**src/rtl/bcd_conversion_controller.sv**
```systemverilog
// bcd_conversion_controller
//   Sequencer for a 4-digit serial binary-to-BCD converter. An operand is
//   accepted over a valid/ready handshake, shifted into the converter MSB
//   first (one bit per clock), and the converter's BCD output plus an
//   overflow flag are captured into output registers. The result is then
//   offered over an output valid/ready handshake.
//
// Ports
//   clk, rst        clock; asynchronous active-high reset
//   in_valid/ready  operand handshake (ready only while idle)
//   in_bin          unsigned operand, BIN_WIDTH bits
//   out_valid/ready result handshake
//   out_bcd/out_ovf registered result; ovf set when operand > 9999
//   busy            conversion in progress (shifting or capturing)
//   conv_si/ci/rst  drive the converter's serial in, carry in, clear
//   conv_bcd/so     converter's BCD output and digit-3 carry out
module bcd_conversion_controller #(
  parameter int BIN_WIDTH = 14
) (
  input  logic                 clk,
  input  logic                 rst,
  input  logic                 in_valid,
  output logic                 in_ready,
  input  logic [BIN_WIDTH-1:0] in_bin,
  output logic                 out_valid,
  input  logic                 out_ready,
  output logic [15:0]          out_bcd,
  output logic                 out_ovf,
  output logic                 busy,
  output logic                 conv_si,
  output logic                 conv_ci,
  output logic                 conv_rst,
  input  logic [15:0]          conv_bcd,
  input  logic                 conv_so
);

  typedef enum logic [1:0] {
    S_IDLE    = 2'd0,
    S_SHIFT   = 2'd1,
    S_CAPTURE = 2'd2,
    S_DONE    = 2'd3
  } state_t;

  localparam logic [4:0] LAST_BIT = 5'(BIN_WIDTH - 1);

  state_t               state_q, state_d;
  logic [4:0]           cnt_q, cnt_d;
  logic [BIN_WIDTH-1:0] sh_q, sh_d;
  logic                 sticky_q, sticky_d;
  logic [15:0]          bcd_q, bcd_d;
  logic                 ovf_q, ovf_d;

  always_ff @(posedge clk or posedge rst) begin
    if (rst) begin
      state_q  <= S_IDLE;
      cnt_q    <= '0;
      sh_q     <= '0;
      sticky_q <= 1'b0;
      bcd_q    <= '0;
      ovf_q    <= 1'b0;
    end else begin
      state_q  <= state_d;
      cnt_q    <= cnt_d;
      sh_q     <= sh_d;
      sticky_q <= sticky_d;
      bcd_q    <= bcd_d;
      ovf_q    <= ovf_d;
    end
  end

  always_comb begin
    state_d  = state_q;
    cnt_d    = cnt_q;
    sh_d     = sh_q;
    sticky_d = sticky_q;
    bcd_d    = bcd_q;
    ovf_d    = ovf_q;
    unique case (state_q)
      S_IDLE: begin
        if (in_valid) begin
          sh_d     = in_bin;
          cnt_d    = '0;
          sticky_d = 1'b0;
          state_d  = S_SHIFT;
        end
      end
      S_SHIFT: begin
        sh_d     = sh_q << 1;
        cnt_d    = cnt_q + 5'd1;
        // conv_so is the carry from the previous shift; collect every one
        sticky_d = sticky_q | conv_so;
        if (cnt_q == LAST_BIT) state_d = S_CAPTURE;
      end
      S_CAPTURE: begin
        bcd_d   = conv_bcd;
        // conv_so now holds the carry produced by the final shift
        ovf_d   = sticky_q | conv_so;
        state_d = S_DONE;
      end
      S_DONE: begin
        if (out_ready) state_d = S_IDLE;
      end
      default: state_d = S_IDLE;
    endcase
  end

  assign in_ready  = (state_q == S_IDLE);
  assign out_valid = (state_q == S_DONE);
  assign busy      = (state_q == S_SHIFT) || (state_q == S_CAPTURE);
  // Converter is held clear whenever it is not being fed bits, so the
  // first shift always starts from zero.
  assign conv_rst  = (state_q != S_SHIFT);
  assign conv_si   = (state_q == S_SHIFT) && sh_q[BIN_WIDTH-1];
  assign conv_ci   = 1'b0;
  assign out_bcd   = bcd_q;
  assign out_ovf   = ovf_q;

endmodule
```
**config.mk**
```make
export PLATFORM = sky130hd
export DESIGN_NAME = bcd_conversion_controller
export DESIGN_NICKNAME = d
export VERILOG_FILES = /design/src/rtl/bcd_conversion_controller.sv
export SDC_FILE = /design/constraint.sdc
export NUM_CORES = 1
export LEC_CHECK = 0
export ABC_AREA = 1
export CAP_MARGIN = 15
export CORE_UTILIZATION = 40
export DETAILED_ROUTE_END_ITERATION = 8
export GPL_ROUTABILITY_DRIVEN = 0
export PLACE_DENSITY = 0.71
export SYNTH_ARGS = -nofsm -noshare
export SYNTH_HDL_FRONTEND = slang
export SYNTH_SLANG_ARGS = --single-unit
```
**constraint.sdc**
```tcl
create_clock -name clk -period 1.85 [get_ports clk]
set_input_delay 0.37 -clock clk [delete_from_list [all_inputs] [get_ports clk]]
set_output_delay 0.37 -clock clk [all_outputs]
set_load 0.02 [all_outputs]
```
==> flow_summary.yaml, run 1 <==
timing:
  fmax_mhz: 563
  rsz0062_at_grt: "false"
  period_minus_slack_ps: 1780
  hold_violations: 0
  finalMaxSlewViolations: 0
  setup_viol: 0
  min_period_over_period_pct: 96.0
  fin_skew_ps: 4.86
  final.setup.tns_ps: 0
grt:
  grt.overflow.total: 0
  grt_pass1_wl_mm: 6.47
  grt_pass1_vias: 1481
  grt_max_degree: 40
  grt.total_usage_pct: 16.8
  antenna_found_initial: 0
floorplanning:
  row_count: 24
  die-area_um2: 4820
  start_util_pct: 41.7
  die_width_um: 69.4
  die_y_um: 69.4
  io_pins: 58
  core-area_um2: 4350
yosys:
  yosysWarningCount: 0
  yosys-top-cells-area: "dfrtp_1 54%, nand2_1 20%, nand3_1 4.4%, ha_1 4.1%, o21a_1 3.7%"
  synthCells: 220
  synth_area_per_cell_um2: 8.26
  ys_ff_latch: 39
  synth_top_area_share_pct: 53.7
  synth_fp_nets: 261
  synth_seq_area_share_pct: 53.7
  syn_area_um2: 1820
  async_reset_ff_share_pct: 100
  yosysUniqueCellTypes: 20
  synth_top_flop_cell: "dfrtp_1"
  yosysTopAreaCell: "dfrtp_1"
  synth_edf_count: 0
worst_setup_path:
  crit_required_ps: 1480
  cpPeakStageDelay_ps: 400
  crit_path_end_kind: "output pin"
  slowest_stage: "dfrtp_1"
  r2r_setup_slack_ps: 160
  arrival_ps: 1410
  cp-start-kind: "register"
  cp_cell_sequence: "inv_1, ha_1, dlygate4sd2_1"
  crit_type: "reg -> out"
  path_max_fanout: 4
layout:
  drive_gt1_share_pct: 6.41
  area_delta_synth_final_pct: 40.4
  post-route-cell-area_um2: 2550
  ff_latch_area_um2: 976
  n_fill_cell: 398
  nets: 321
  stdcell_count: 333
  multi_input_comb_area_um2: 717
  n_antenna_cell: 0
clock_network:
  clock_path_buffers: 2
  cts_buffers: 5
  cts_tree: "done"
  clk_pin_slew_ps: 70
  ctsResizeCount: 5
  htreeDepth: 2
  clock_latency_ps: 280
  cts.sinks: 39
  clockRootBuffer: "clkbuf_8"
  post_cts_buffers: 0
  ctsHoldBuffers: 0
hold_path:
  min_path_type: "reg -> reg"
routing:
  vias: 1554
  vias_per_cell: 4.67
  drc: 0
  drtIter0Drc: 83
  post_drt_wl_per_cell_um: 10.8
  antenna_left: 0
  dr.pass1.iters: 4
  totalWireLength_mm: 3.60
place:
  port_buffers: 56
  dp_hpwl_mm: 2.54
  dpl-instance-area_um2: 2450
  placedCellCount: 325
power:
  ir_worst_vdd_uv: 868
  power_density_nw_per_um2: 1730
  p_leak_nw: 1.26
job:
  cap_violations: 0
run_status:
  status: "complete, no violations"
## synth_stat cells (2+ instances only)
| master | number |
|---|---|
| a21oi_1 | 3 |
| buf_2 | 6 |
| buf_4 | 3 |
| dfrtp_1 | 39 |
| ha_1 | 6 |
| inv_1 | 16 |
| inv_2 | 2 |
| nand2_1 | 99 |
| nand3_1 | 16 |
| nand4_1 | 3 |
| nor2_1 | 3 |
| o211ai_1 | 2 |
| o21a_1 | 9 |
| o21ai_0 | 4 |
| o21ai_1 | 4 |
## registers in the layout, summed over array words and instances (netlist names)
register and cells:
state_q 2, sh_q 14, out_bcd 16, sticky_q 1, out_ovf 1, cnt_q 5
## routing by layer
layer / up-vias / global-route usage (%) / part of all wire [%]
met4: 0 / 5.44 / 1.0
met1: 692 / 21.4 / 47
met2: 51 / 26.6 / 44
met5: - / 0 / 0
met3: 5 / 5.81 / 7.8
li1: 806 / - / -
## report_power, final
group	switching [mW]	leakage [nW]	internal, mW
clock network	0.282	0.0505	0.339
registers	0.229	0.472	1.26
logic	1.28	0.736	1.01
## cell type report
cell class / instances / area share [%]
multi-input combinational: 153 / 28.1
clock inverter: 1 / 0.294
tap: 52 / 2.55
inverter: 18 / 2.65
timing repair buffer: 63 / 24.3
sequential: 39 / 38.3
clock buffer: 7 / 3.78
## critical path: cells and delay by family, from the launching register on
| family | cells | cell delay (ps) |
|---|---|---|
| adder cells (fa/ha/maj) | 1 | 320 |
| buffers and inverters | 2 | 410 |
| flip-flops | 1 | 400 |
## logic make-up after synthesis
kind of cell | count (synthesis) | synth area share (%)
adder cells (fa/ha/maj) | 6 | 4.13
AND/OR/NAND/NOR | 123 | 27.2
buffers and inverters | 28 | 6.82
other | 1 | 0.206
flip-flops | 39 | 53.7
AO/OA/AOI/OAI | 23 | 7.92
## placed cells by master, fill, tap and decap left out
| master | instances |
|---|---|
| a21oi_1 | 3 |
| o21ai_0 | 4 |
| buf_4 | 6 |
| conb_1 | 1 |
| clkdlybuf4s50_1 | 51 |
| o211ai_1 | 2 |
| clkdlybuf4s15_1 | 1 |
| nand3_1 | 16 |
| or2_1 | 1 |
| ha_1 | 6 |
| inv_2 | 2 |
| inv_1 | 16 |
| buf_12 | 1 |
| nand4_1 | 3 |
| dfrtp_1 | 39 |
| nand2_1 | 99 |
| or2_2 | 1 |
| nor2_1 | 3 |
| o22ai_1 | 1 |
| o21a_1 | 9 |
| clkinvlp_4 | 1 |
| dlygate4sd2_1 | 4 |
| o21ai_1 | 4 |
| clkbuf_8 | 7 |
## per-stage QoR
stage	hold WS, ps	utilization, %	setup WS [ps]	power [mW]
6_report	476	58.6	73.6	4.40
5_1_grt	495	58.6	1.23	4.81
4_1_cts	481	58.5	65.7	4.45
3_5_place_dp	462	56.3	106	3.86
3_3_place_gp	453	56.3	126	3.83
2_1_floorplan	449	-	413	2.96
## final timing paths
path | startpoint | endpoint | cells past startpoint
min in group asynchronous | rst | sh_q[4] | 3
worst max register to register | state_q[1] | sticky_q | 9
worst max-delay path | state_q[0] | busy | 3
max in group asynchronous | rst | sh_q[9] | 3
worst min register to register | out_bcd[11] | out_bcd[11] | 2
worst min-delay path | out_bcd[11] | out_bcd[11] | 2
Note: power is estimated with default switching activity, not from simulation.
==> run 2: changes to the inputs <==
- TNS_END_PERCENT: not set -> 30
==> results of run 2 <==
No change in the layout: final DEF, timing and power equal those of run 1.
